$ cat src/rtl/fetch_queue_pkg.sv
// rtl/fetch_queue_pkg.sv - shared constants, entry layout and PC helper for the fetch queue.
package fetch_queue_pkg;

  localparam logic [31:0] RESET_PC_DEFAULT = 32'h0000_0000;
  localparam logic [31:0] IALIGN_MASK      = 32'hFFFF_FFFC;

  typedef struct packed {
    logic [31:0] pc;
    logic [31:0] inst;
  } fq_entry_t;

  // Sequential successor of a word-aligned PC; wraps FFFF_FFFC to 0.
  function automatic logic [31:0] next_pc(input logic [31:0] pc);
    return (pc + 32'd4) & IALIGN_MASK;
  endfunction

endpackage

$ cat src/rtl/fetch_queue_fifo.sv
// rtl/fetch_queue_fifo.sv - DEPTH x 64 {pc, inst} FIFO with push, pop, clear and head outputs.
module fq_fifo
  import fetch_queue_pkg::*;
#(
  parameter int DEPTH = 4,
  parameter int CW    = $clog2(DEPTH + 1)
) (
  input  logic          clk,
  input  logic          rst,
  input  logic          clear,
  input  logic          push,
  input  logic [63:0]   push_data,
  input  logic          pop,
  output logic [CW-1:0] count,
  output logic [63:0]   head_data
);

  localparam int PW = (DEPTH > 1) ? $clog2(DEPTH) : 1;

  logic [PW-1:0] wr_ptr_q, wr_ptr_d;
  logic [PW-1:0] rd_ptr_q, rd_ptr_d;
  logic [CW-1:0] count_q, count_d;
  logic [63:0]   mem_q [DEPTH];
  logic [63:0]   mem_d [DEPTH];
  logic          do_push;
  logic          do_pop;

  always_comb begin
    do_push  = push & ~clear;
    do_pop   = pop & ~clear & (count_q != '0);
    mem_d    = mem_q;
    wr_ptr_d = wr_ptr_q;
    rd_ptr_d = rd_ptr_q;
    count_d  = count_q;
    if (clear) begin
      wr_ptr_d = '0;
      rd_ptr_d = '0;
      count_d  = '0;
    end else begin
      if (do_push) begin
        mem_d[wr_ptr_q] = push_data;
        wr_ptr_d        = wr_ptr_q + PW'(1);
      end
      if (do_pop) begin
        rd_ptr_d = rd_ptr_q + PW'(1);
      end
      case ({do_push, do_pop})
        2'b10:   count_d = count_q + CW'(1);
        2'b01:   count_d = count_q - CW'(1);
        default: count_d = count_q;
      endcase
    end
  end

  always_ff @(posedge clk or posedge rst) begin
    if (rst) begin
      wr_ptr_q <= '0;
      rd_ptr_q <= '0;
      count_q  <= '0;
      mem_q    <= '{default: '0};
    end else begin
      wr_ptr_q <= wr_ptr_d;
      rd_ptr_q <= rd_ptr_d;
      count_q  <= count_d;
      mem_q    <= mem_d;
    end
  end

  assign count     = count_q;
  assign head_data = mem_q[rd_ptr_q];

  // The issue throttle in the parent must keep a push from ever landing on a full FIFO.
  a_no_overflow: assert property (@(posedge clk) disable iff (rst)
    (push & ~clear) |-> (({1'b0, count_q} - {{CW{1'b0}}, do_pop}) < (CW + 1)'(DEPTH)));

endmodule

$ cat src/rtl/fetch_queue.sv
// rtl/fetch_queue.sv - instruction prefetch queue: owns the fetch PC, issues sequential
// reads to a 1-cycle synchronous RAM and buffers {pc, inst} for decode.
module fetch_queue
  import fetch_queue_pkg::*;
#(
  parameter int          DEPTH    = 4,
  parameter logic [31:0] RESET_PC = RESET_PC_DEFAULT
) (
  input  logic        clk,
  input  logic        rst,
  input  logic        redirect,
  input  logic [31:0] redirect_pc,
  output logic [31:0] imem_addr,
  output logic        imem_req,
  input  logic [31:0] imem_rdata,
  output logic        inst_valid,
  output logic [31:0] inst,
  output logic [31:0] inst_pc,
  input  logic        inst_ready
);

  localparam int CW = $clog2(DEPTH + 1);

  logic [31:0]   fetch_pc_q, fetch_pc_d;
  logic          inflight_q, inflight_d;
  logic [31:0]   inflight_pc_q, inflight_pc_d;
  logic [CW-1:0] count;
  logic [CW:0]   occupancy;
  logic [63:0]   head_data;
  logic          push;
  logic          pop;
  fq_entry_t     push_entry;
  fq_entry_t     head_entry;

  // Outstanding words (queued plus the one on the RAM bus) bound how far ahead we fetch.
  assign occupancy = {1'b0, count} + {{CW{1'b0}}, inflight_q};

  always_comb begin
    imem_req  = ~rst & (redirect | (occupancy < (CW + 1)'(DEPTH)));
    imem_addr = (redirect & ~rst) ? (redirect_pc & IALIGN_MASK) : fetch_pc_q;

    fetch_pc_d    = fetch_pc_q;
    inflight_d    = 1'b0;
    inflight_pc_d = inflight_pc_q;
    if (imem_req) begin
      fetch_pc_d    = next_pc(imem_addr);
      inflight_d    = 1'b1;
      inflight_pc_d = imem_addr;
    end
  end

  always_ff @(posedge clk or posedge rst) begin
    if (rst) begin
      fetch_pc_q    <= RESET_PC;
      inflight_q    <= 1'b0;
      inflight_pc_q <= '0;
    end else begin
      fetch_pc_q    <= fetch_pc_d;
      inflight_q    <= inflight_d;
      inflight_pc_q <= inflight_pc_d;
    end
  end

  // A redirect drops the response of the old stream and any pop offered alongside it.
  always_comb begin
    push            = inflight_q & ~redirect;
    pop             = inst_valid & inst_ready & ~redirect;
    push_entry.pc   = inflight_pc_q;
    push_entry.inst = imem_rdata;
  end

  fq_fifo #(
    .DEPTH (DEPTH),
    .CW    (CW)
  ) u_fifo (
    .clk       (clk),
    .rst       (rst),
    .clear     (redirect),
    .push      (push),
    .push_data (push_entry),
    .pop       (pop),
    .count     (count),
    .head_data (head_data)
  );

  assign head_entry = fq_entry_t'(head_data);
  assign inst_valid = (count != '0);
  assign inst       = head_entry.inst;
  assign inst_pc    = head_entry.pc;

endmodule

$ cat config.mk
export PLATFORM = sky130hd
export DESIGN_NAME = fetch_queue
export DESIGN_NICKNAME = d
export VERILOG_FILES = /design/src/rtl/fetch_queue_pkg.sv /design/src/rtl/fetch_queue_fifo.sv /design/src/rtl/fetch_queue.sv
export SDC_FILE = /design/constraint.sdc
export NUM_CORES = 1
export LEC_CHECK = 0
export BUFFER_PORTS_ARGS = -buffer_cell sky130_fd_sc_hd__buf_2
export CAP_MARGIN = 20
export CORE_UTILIZATION = 38
export CTS_CLUSTER_DIAMETER = 100
export DETAILED_ROUTE_END_ITERATION = 8
export PLACE_DENSITY_LB_ADDON = 0.05
export SLEW_MARGIN = 20
export SYNTH_ARGS = -nofsm -noshare
export SYNTH_HDL_FRONTEND = slang
export SYNTH_SLANG_ARGS = --single-unit
$ cat constraint.sdc
create_clock -name clk -period 15.7 [get_ports clk]
set_input_delay 3.14 -clock clk [delete_from_list [all_inputs] [get_ports clk]]
set_output_delay 3.14 -clock clk [all_outputs]
set_load 0.005 [all_outputs]
==> impl_metrics.py, run 1 <==
metrics = {
    "placed_design": {
        "io_buffers": 159,
        "dpl.hpwl_mm": 19.86,
        "dp_slack_ps": 7696,
        "gp_congestion": 0.7625,
    },
    "critical_path": {
        "critical_path.top_delay_family": "buffers and inverters",
        "slowest_delay_ps": 480,
        "startpoint_type": "input pin",
        "critPathMostFrequentCell": "buf_2",
        "crit_chain": "buf_2 -> and2b_1 -> buf_4 -> mux2i_1 -> inv_1 -> buf_2",
        "worstRegToRegCells": 8,
        "crit_path_end_kind": "output pin",
        "worstReg2RegEnd": "fetch_pc_q[24]",
        "crit_end": "imem_addr[9]",
        "crit_required_ps": 12560,
        "worstSetupStartpoint": "redirect",
        "crit_arrival_ps": 4830,
        "worst_r2r_startpoint": "fetch_pc_q[3]",
        "slowest_stage": "mux2i_1",
        "crit_path_max_fanout": 29,
        "cp.depth": 6,
        "crit_type": "input pin to output pin",
        "rrSetupSlack_ps": 12770,
        "cp_num_buf_inv": 4,
    },
    "timing": {
        "fin_setup_tns_ps": 0,
        "finalCritPeriodShare": 0.5079,
        "setup_viol": 0,
        "slew_violations": 0,
        "rsz0062_at_grt": "no",
        "fin_ws_ps": 7725,
        "final-hold-violation-count": 0,
        "slew_headroom": 0.3303,
        "fmax_mhz": 125.4,
        "worst_slew_pin_slew_ps": 1005,
        "finalCriticalPeriod_ps": 7975,
        "fin_skew_ps": 15.19,
    },
    "cells_and_area": {
        "area_growth_pct": 18.34,
        "diodes": 0,
        "fin_nets": 1258,
        "drive_above_1_share": 0.4587,
    },
    "route": {
        "routed_wl_mm": 32.91,
        "routedWlPerCell_um": 19.18,
        "dr.first_iter.drc_count": 309,
        "route.vias.total": 8778,
        "dr.pass1.iters": 4,
        "antenna_left": 0,
        "drc": 0,
        "via_per_inst": 5.115,
    },
    "status": {
        "outcome": "complete, no violations",
    },
    "floorplan": {
        "boundaryPins": 166,
        "core-area_mm2": 0.03696,
        "dieArea_mm2": 0.03863,
        "placement_rows": 70,
        "die_x_um": 196.6,
        "die-height_um": 196.6,
        "start_util": 0.3892,
    },
    "logic_synthesis": {
        "ys_warn_count": 0,
        "synth_ff_type": "dfrtp_1",
        "synth_cell_types": 52,
        "synth-xor-area-share": 0.01400,
        "syn-instance-count": 1035,
        "synth-edff-count": 0,
        "synthMuxAreaShare": 0.3187,
        "synth_compound_area_frac": 0.03018,
        "synth-seq-cells": 316,
        "synth_area_mm2": 0.01438,
        "synth_top_family_by_area": "multiplexers",
        "yosys.area_share.simple": 0.05506,
        "synth-seq-area-share": 0.5498,
        "syn_avg_cell_area_um2": 13.90,
        "synthAdderAreaFrac": 0.005741,
        "ys_async_sr_fraction": 1.000,
    },
    "global_routing": {
        "grt-ovfl-total": 0,
        "track_usage": 0.1778,
        "grt_pass1_vias": 9273,
        "antenna_found_initial": 0,
        "grt_pass1_wl_mm": 53.20,
        "grt_max_degree": 158,
    },
    "clock_tree": {
        "cts_tree": "built",
        "clk_pin_slew_ps": 50,
        "htreeDepth": 2,
        "root_buffer": "clkbuf_16",
        "numClockSinks": 316,
        "clk-insertion-delay-late_ps": 530,
        "hold_buffers": 0,
        "cts_buffers": 39,
        "cts_resized": 0,
        "cts_setup_buffers": 0,
        "clockBufferDepth": 3,
    },
    "pwr": {
        "powerDensity_mw_per_mm2": 182.3,
        "ir_drop_mv": 0.07067,
        "p_leak_uw": 0.007870,
        "power_uw": 3103,
    },
    "run": {
        "drv_cap": 0,
    },
    "min_path": {
        "hp-class": "register to register",
    },
}
## routing by layer
metal  track usage  up-vias  part of all wire
met2        0.2749      184              0.46
met4       0.05671        0             0.019
met3       0.03713       43             0.047
met1        0.2501     4524              0.48
li1              -     4027                 -
met5             0        -                 0
## worst min path at each step
stage | start | slack, ps | endpoint | depth (start not counted)
floorplan | fetch_pc_q[27] | 440 | fetch_pc_q[27] | 2
global placement | fetch_pc_q[2] | 460 | fetch_pc_q[2] | 2
detailed placement | fetch_pc_q[2] | 470 | fetch_pc_q[2] | 2
CTS | fetch_pc_q[2] | 480 | fetch_pc_q[2] | 2
global route | fetch_pc_q[9] | 500 | fetch_pc_q[9] | 2
finish | fetch_pc_q[9] | 480 | fetch_pc_q[9] | 2
## power breakdown
part	internal (µW)	leakage (µW)	switching (µW)
clock	561	0.000646	342
combinational	520	0.00322	343
sequential	1140	0.00400	201
## flip-flops by register name, summed over array words and instances (netlist names)
| signal | cells |
|---|---|
| u_fifo.rd_ptr_q | 2 |
| u_fifo.count | 3 |
| inflight_q | 1 |
| fetch_pc_q | 30 |
| u_fifo.wr_ptr_q | 2 |
| inflight_pc_q | 30 |
| u_fifo.mem_q | 248 |
## synthesized netlist by cell type, types with 2 or more instances
| cell | n | area, µm² |
|---|---|---|
| dfrtp_1 | 316 | 7908 |
| mux2_2 | 252 | 2838 |
| nand2_1 | 93 | 349.1 |
| mux4_2 | 62 | 1396 |
| clkbuf_1 | 49 | 183.9 |
| o21ai_0 | 45 | 225.2 |
| mux2i_1 | 35 | 350.3 |
| inv_1 | 28 | 105.1 |
| nor2_1 | 24 | 90.09 |
| xnor2_1 | 22 | 192.7 |
| buf_1 | 9 | 33.78 |
| nand3_1 | 9 | 45.04 |
| nor3_1 | 9 | 45.04 |
| nor4_1 | 7 | 43.79 |
| a21oi_1 | 6 | 30.03 |
| and3_1 | 6 | 37.54 |
| ha_1 | 5 | 62.56 |
| a21o_1 | 4 | 30.03 |
| a31oi_1 | 4 | 25.02 |
| buf_4 | 4 | 30.03 |
| and4b_1 | 3 | 30.03 |
| nand2b_1 | 3 | 18.77 |
| nor2b_1 | 3 | 18.77 |
| o31ai_1 | 3 | 22.52 |
| or4_1 | 3 | 22.52 |
| buf_2 | 2 | 10.01 |
| nor4b_1 | 2 | 17.52 |
| o2111ai_1 | 2 | 17.52 |
| o21a_1 | 2 | 15.01 |
## through the flow
| stage | hold WS (ps) | utilization | instances | cell area [µm²] |
|---|---|---|---|---|
| after floorplan | 444.4 | - | 1038 | 14400 |
| after global placement | 462.7 | 0.4249 | 1647 | 15700 |
| after detailed placement | 468.7 | 0.4249 | 1647 | 15700 |
| after CTS | 483.5 | 0.4603 | 1716 | 17010 |
| after global routing | 498.6 | 0.4605 | 1716 | 17020 |
| final | 478.0 | 0.4605 | 1716 | 17020 |
## worst register-to-register path: cells and delay by family, from the launching register on
kind,cells,cell delay (ps)
adders and majority gates,1,280
and+or+nand+nor,6,2060
AOI/OAI and AO/OA,1,130
DFF,1,400
## layout by cell type (no fill, tap or decap), types with 6 or more instances in the layout
cell	instances
a21oi_1	6
and3_1	6
buf_2	159
buf_4	10
clkbuf_1	8
clkbuf_16	41
clkbuf_8	11
dfrtp_1	314
inv_1	27
mux2_2	252
mux2i_1	35
mux4_2	62
nand2_1	89
nand3_1	9
nor2_1	24
nor3_1	9
nor4_1	7
o21ai_0	45
xnor2_1	22
## cells by family after synthesis
| kind of cell | Yosys count |
|---|---|
| adders and majority gates | 6 |
| DFF | 316 |
| AOI/OAI and AO/OA | 75 |
| and+or+nand+nor | 171 |
| muxes | 349 |
| other | 1 |
| xor gates and xnor gates | 23 |
| buffers and inverters | 94 |
## final cells by class
| cell class | instances | area (µm²) |
|---|---|---|
| flip-flops and latches | 316 | 7915 |
| repair buffers | 170 | 890.9 |
| clock buffers | 60 | 1207 |
| fillers | 3439 | 19940 |
| multi-input cells | 628 | 6160 |
| clock inverters | 9 | 101.3 |
| inverters | 29 | 116.4 |
| well taps | 504 | 630.6 |
No activity file was read; power rests on OpenSTA's default activity.
==> inputs of run 2 (changes only) <==
==> constraint.sdc (replaced) <==
create_clock -name clk -period 7.39 [get_ports clk]
set_input_delay 1.478 -clock clk [delete_from_list [all_inputs] [get_ports clk]]
set_output_delay 1.478 -clock clk [all_outputs]
set_load 0.005 [all_outputs]
==> run 2 against run 1 <==
Final cell count unchanged; sequential power is 110% higher; via count barely moved; non-clock buffer count grew 2; hold slack worse by 3.6 ps; sequential cell count did not move; global-route usage shrank 0.094 points; largest cell class unchanged; critical path depth did not move.
==> impl_metrics.py, run 2 (synthesis results as in run 1) <==
metrics = {
    "status": {
        "outcome": "complete, no violations",
    },
    "pwr": {
        "swShare": 0.2864,
        "seq_power_share": 0.435,
        "ir_drop_mv": 0.1403,
        "powerDensity_mw_per_mm2": 385.9,
        "comb_power_share": 0.281,
        "p_switching_uw": 1877,
        "p_leak_uw": 0.007852,
        "pwr-share-clk": 0.284,
        "p_int_uw": 4676,
    },
    "clock_tree": {
        "cts_buffers": 38,
        "clk-insertion-delay-late_ps": 510,
        "cts_resized": 0,
        "hold_buffers": 0,
        "numClockSinks": 316,
        "clockBufferDepth": 3,
        "cts_tree": "built",
        "root_buffer": "clkbuf_16",
        "clk_pin_slew_ps": 60,
        "htreeDepth": 2,
        "cts_setup_buffers": 0,
    },
    "cells_and_area": {
        "drive_above_1_share": 0.4596,
        "area_growth_pct": 18.08,
        "num-fill-cells": 3445,
        "largest_reg_flops": 248,
        "fin_nets": 1259,
        "largest-register": "u_fifo.mem_q",
        "layout.cells.non_filler": 1716,
        "reg_top3": "u_fifo.mem_q (248), fetch_pc_q (30), inflight_pc_q (30)",
        "diodes": 0,
        "final_cell_mix": "dfrtp_1, mux2_2, buf_2",
        "layout_commonest_cell": "dfrtp_1",
    },
    "placed_design": {
        "dp.cells": 1649,
        "gp_congestion": 0.7585,
        "io_buffers": 159,
        "dpl.hpwl_mm": 20.30,
    },
    "route": {
        "route.vias.total": 8786,
        "routed_wl_mm": 32.85,
        "drc": 0,
        "via_per_inst": 5.120,
        "dr.pass1.iters": 4,
        "antenna_left": 0,
        "dr.first_iter.drc_count": 273,
        "routedWlPerCell_um": 19.15,
    },
    "floorplan": {
        "placement_rows": 70,
        "dieArea_mm2": 0.03863,
        "die_x_um": 196.6,
        "die-height_um": 196.6,
        "boundaryPins": 166,
        "start_util": 0.3892,
        "core-area_mm2": 0.03696,
    },
    "timing": {
        "fmax_mhz": 189.6,
        "slew_violations": 0,
        "fin_skew_ps": 12.38,
        "rsz0062_at_grt": "no",
        "final-hold-violation-count": 0,
        "fin_setup_tns_ps": 0,
        "setup_viol": 0,
        "slew_headroom": 0.2774,
        "worst_slew_pin_slew_ps": 1084,
        "finalCritPeriodShare": 0.7136,
        "finalCriticalPeriod_ps": 5274,
    },
    "global_routing": {
        "antenna_found_initial": 0,
        "track_usage": 0.1769,
        "grt_max_degree": 72,
        "grt_pass1_vias": 9226,
        "grt_pass1_wl_mm": 53.36,
        "grt-ovfl-total": 0,
    },
    "critical_path": {
        "startpoint_type": "input pin",
        "crit_path_end_kind": "output pin",
        "critPathMostFrequentCell": "buf_2",
        "cp_num_buf_inv": 4,
        "crit_chain": "buf_2 -> and2b_1 -> buf_4 -> mux2i_1 -> inv_1 -> buf_2",
        "crit_required_ps": 5910,
        "crit_path_max_fanout": 21,
        "crit_type": "input pin to output pin",
        "critical_path.top_delay_family": "buffers and inverters",
        "slowest_delay_ps": 880,
        "crit_arrival_ps": 3800,
        "slowest_stage": "and2b_1",
    },
    "min_path": {
        "hp-class": "register to register",
    },
    "run": {
        "drv_cap": 0,
    },
}
==> run 2: area by class of cell <==
type,instances,area (µm²),area share
clock buffer,58,1167,0.06873
inverter,29,112.6,0.006630
clock inverter,9,105.1,0.006188
sequential,316,7915,0.4660
multi-input combinational,628,6160,0.3627
timing repair buffer,172,893.4,0.05260
tap,504,630.6,0.03713
==> run 2: metal layers <==
layer	up-vias	GRT usage	part of all wire
met4	0	0.03964	0.015
met3	45	0.02960	0.040
li1	4040	-	-
met2	175	0.2804	0.46
met1	4526	0.2543	0.48
met5	-	0	0
==> run 2: final timing paths <==
check / start / to / slack [ps] / depth (start not counted)
max in group asynchronous: rst / u_fifo.mem_q[214] / 4540 / 4
worst min-delay path: fetch_pc_q[2] / fetch_pc_q[2] / 470 / 2
min in group asynchronous: rst / fetch_pc_q[19] / 1070 / 2
worst max-delay path: redirect / imem_addr[25] / 2120 / 6
worst max register to register: fetch_pc_q[2] / fetch_pc_q[24] / 4510 / 7
worst min register to register: fetch_pc_q[2] / fetch_pc_q[2] / 470 / 2
==> run 2: through the flow <==
step           utilization  instance area (µm²)  hold WS [ps]  setup WS (ps)  total power [µW]
2_1_floorplan            -                14400         444.4          -1427              4056
3_3_place_gp        0.4248                15700         462.5           2095              4727
3_5_place_dp        0.4248                15700         469.6           2088              4767
4_1_cts             0.4593                16980         483.0           2113              6669
5_1_grt             0.4595                16980         503.0           1910              6993
6_report            0.4595                16980         474.4           2116              6554
==> run 2: worst reg2reg max path, cell delays in order (launching register included) <==
cell	delay, ps
dfrtp_1	340
mux2_2	250
ha_1	280
o211ai_1	140
or4_1	570
or4_1	700
or4_1	450
nand3_1	90
==> run 2: power by group through the flow <==
stage | Sequential, µW | Clock [µW] | Combinational [µW]
floorplan | 2690 | 0 | 1370
global placement | 2880 | 0 | 1850
detailed placement | 2890 | 0 | 1880
CTS | 2860 | 1930 | 1880
global route | 2970 | 2000 | 2020
finish | 2850 | 1860 | 1840
==> inputs of run 3 (changes only) <==
==> constraint.sdc (replaced) <==
create_clock -name clk -period 4.69 [get_ports clk]
set_input_delay 0.938 -clock clk [delete_from_list [all_inputs] [get_ports clk]]
set_output_delay 0.938 -clock clk [all_outputs]
set_load 0.005 [all_outputs]
==> run 3 against run 2 <==
Via count rose by 0.11%; register-to-register slack got worse by 2700 ps; setup slack got worse by 880 ps; clock skew rose by 10 ps; clock power rose by 58%; die area did not move; largest power group unchanged; hold slack improved by 7.7 ps; highest routed layer unchanged; count of clock-buffer cells in the layout fell by 4; cell area rose by 0.23%; non-clock buffer count rose by 9; critical path type is now register to output pin; critical path depth fell by 3; combinational power rose by 59%.
==> impl_metrics.py, run 3 (synthesis results as in run 1) <==
metrics = {
    "clock_tree": {
        "cts_resized": 0,
        "htreeDepth": 2,
        "cts_buffers": 38,
        "root_buffer": "clkbuf_16",
        "clk-insertion-delay-late_ps": 530,
        "hold_buffers": 0,
        "clockBufferDepth": 3,
        "cts_setup_buffers": 0,
        "cts_tree": "built",
        "clk_pin_slew_ps": 60,
        "numClockSinks": 316,
    },
    "pwr": {
        "ir_drop_mv": 0.2111,
        "p_leak_uw": 0.007884,
        "powerDensity_mw_per_mm2": 607.5,
    },
    "cells_and_area": {
        "fin_nets": 1268,
        "final_cell_mix": "dfrtp_1, mux2_2, buf_2",
        "diodes": 0,
        "num-fill-cells": 3458,
        "fin_util": 0.4606,
        "area_growth_pct": 18.35,
        "layout_commonest_cell": "dfrtp_1",
        "drive_above_1_share": 0.4605,
        "reg_top3": "u_fifo.mem_q (248), fetch_pc_q (30), inflight_pc_q (30)",
        "largest-register": "u_fifo.mem_q",
        "largest_reg_flops": 248,
    },
    "critical_path": {
        "crit_path_max_fanout": 50,
        "startpoint_type": "register",
        "slowest_delay_ps": 1040,
        "crit_path_end_kind": "output pin",
        "slowest_stage": "dfrtp_4",
        "crit_arrival_ps": 2510,
        "cp_num_buf_inv": 2,
        "critical_path.top_delay_family": "flip-flops",
        "crit_type": "register to output pin",
        "rrSetupSlack_ps": 1820,
        "crit_required_ps": 3750,
        "worstRegToRegCells": 8,
        "worst_r2r_startpoint": "fetch_pc_q[3]",
        "crit_chain": "buf_4 -> mux4_2 -> buf_2",
        "worstReg2RegEnd": "fetch_pc_q[24]",
        "worstSetupStartpoint": "u_fifo.rd_ptr_q[1]",
    },
    "placed_design": {
        "gp_congestion": 0.7638,
        "io_buffers": 159,
        "dp_slack_ps": 700.2,
        "dpl.hpwl_mm": 20.91,
    },
    "route": {
        "routed_wl_mm": 33.21,
        "dr.pass1.iters": 4,
        "antenna_left": 0,
        "route.vias.total": 8796,
        "via_per_inst": 5.114,
        "dr.first_iter.drc_count": 378,
        "drc": 0,
        "routedWlPerCell_um": 19.31,
    },
    "timing": {
        "fin_setup_tns_ps": 0,
        "setup_viol": 0,
        "whs_ps": 482.2,
        "fmax_mhz": 289.7,
        "finalCritPeriodShare": 0.7359,
        "finalCriticalPeriod_ps": 3451,
        "slew_headroom": 0.3825,
        "fin_ws_ps": 1239,
        "rsz0062_at_grt": "no",
        "fin_skew_ps": 22.74,
        "worst_slew_pin_slew_ps": 926.3,
        "slew_violations": 0,
        "final-hold-violation-count": 0,
    },
    "min_path": {
        "hp-class": "register to register",
        "holdCritStartpoint": "fetch_pc_q[2]",
        "min_to": "fetch_pc_q[2]",
        "hold_depth": 2,
    },
    "run": {
        "drv_cap": 0,
    },
    "floorplan": {
        "boundaryPins": 166,
        "start_util": 0.3892,
        "die-height_um": 196.6,
        "die_x_um": 196.6,
        "core-area_mm2": 0.03696,
        "placement_rows": 70,
        "dieArea_mm2": 0.03863,
    },
    "global_routing": {
        "grt_pass1_wl_mm": 53.75,
        "grt_max_degree": 88,
        "grt_pass1_vias": 9208,
        "track_usage": 0.1796,
        "antenna_found_initial": 0,
        "grt-ovfl-total": 0,
    },
    "status": {
        "outcome": "complete, no violations",
    },
}
## run 3: worst max-delay path by stage
stage,end,slack (ps),cells after the start
global route,imem_req,1100,6
detailed placement,fetch_pc_q[24],700,9
CTS,inst_pc[15],1150,3
floorplan,imem_req,-3050,3
finish,inst_pc[15],1240,3
global placement,fetch_pc_q[24],720,9
## run 3: worst reg2reg max path, stage by stage, from the launching register on
cell and delay [ps]:
dfrtp_1 390, nand2_1 60, nand2_1 150, ha_1 260
o211ai_1 120, or4_1 560, or4_1 690, or4_1 460
nand3_1 90
## run 3: final cells by class
cell class | instances | area (µm²) | area share
multi-input cells | 628 | 6151 | 0.3613
inverters | 29 | 112.6 | 0.006615
clock buffers | 54 | 1102 | 0.06476
repair buffers | 181 | 989.7 | 0.05814
clock inverters | 8 | 121.4 | 0.007130
well taps | 504 | 630.6 | 0.03705
flip-flops and latches | 316 | 7915 | 0.4650
## run 3: layer usage
metal  vias to the layer above  share of wire  wire, µm  track usage
met5                         -              0         0            0
met4                         0          0.016       541      0.04398
met3                        38          0.042      1387      0.03474
met2                       176           0.45     14880       0.2766
met1                      4510           0.49     16400       0.2607
li1                       4072              -         -            -
## run 3: power by group
group	internal (µW)	switching, µW
Combinational	1760	1160
Clock	1790	1140
Sequential	3800	687
## run 3: stage by stage
step	total power [µW]	cell area, µm²	std cells
2_1_floorplan	6391	14400	1038
3_3_place_gp	7479	15800	1658
3_5_place_dp	7542	15800	1658
4_1_cts	10540	17020	1720
5_1_grt	11030	17020	1720
6_report	10340	17020	1720
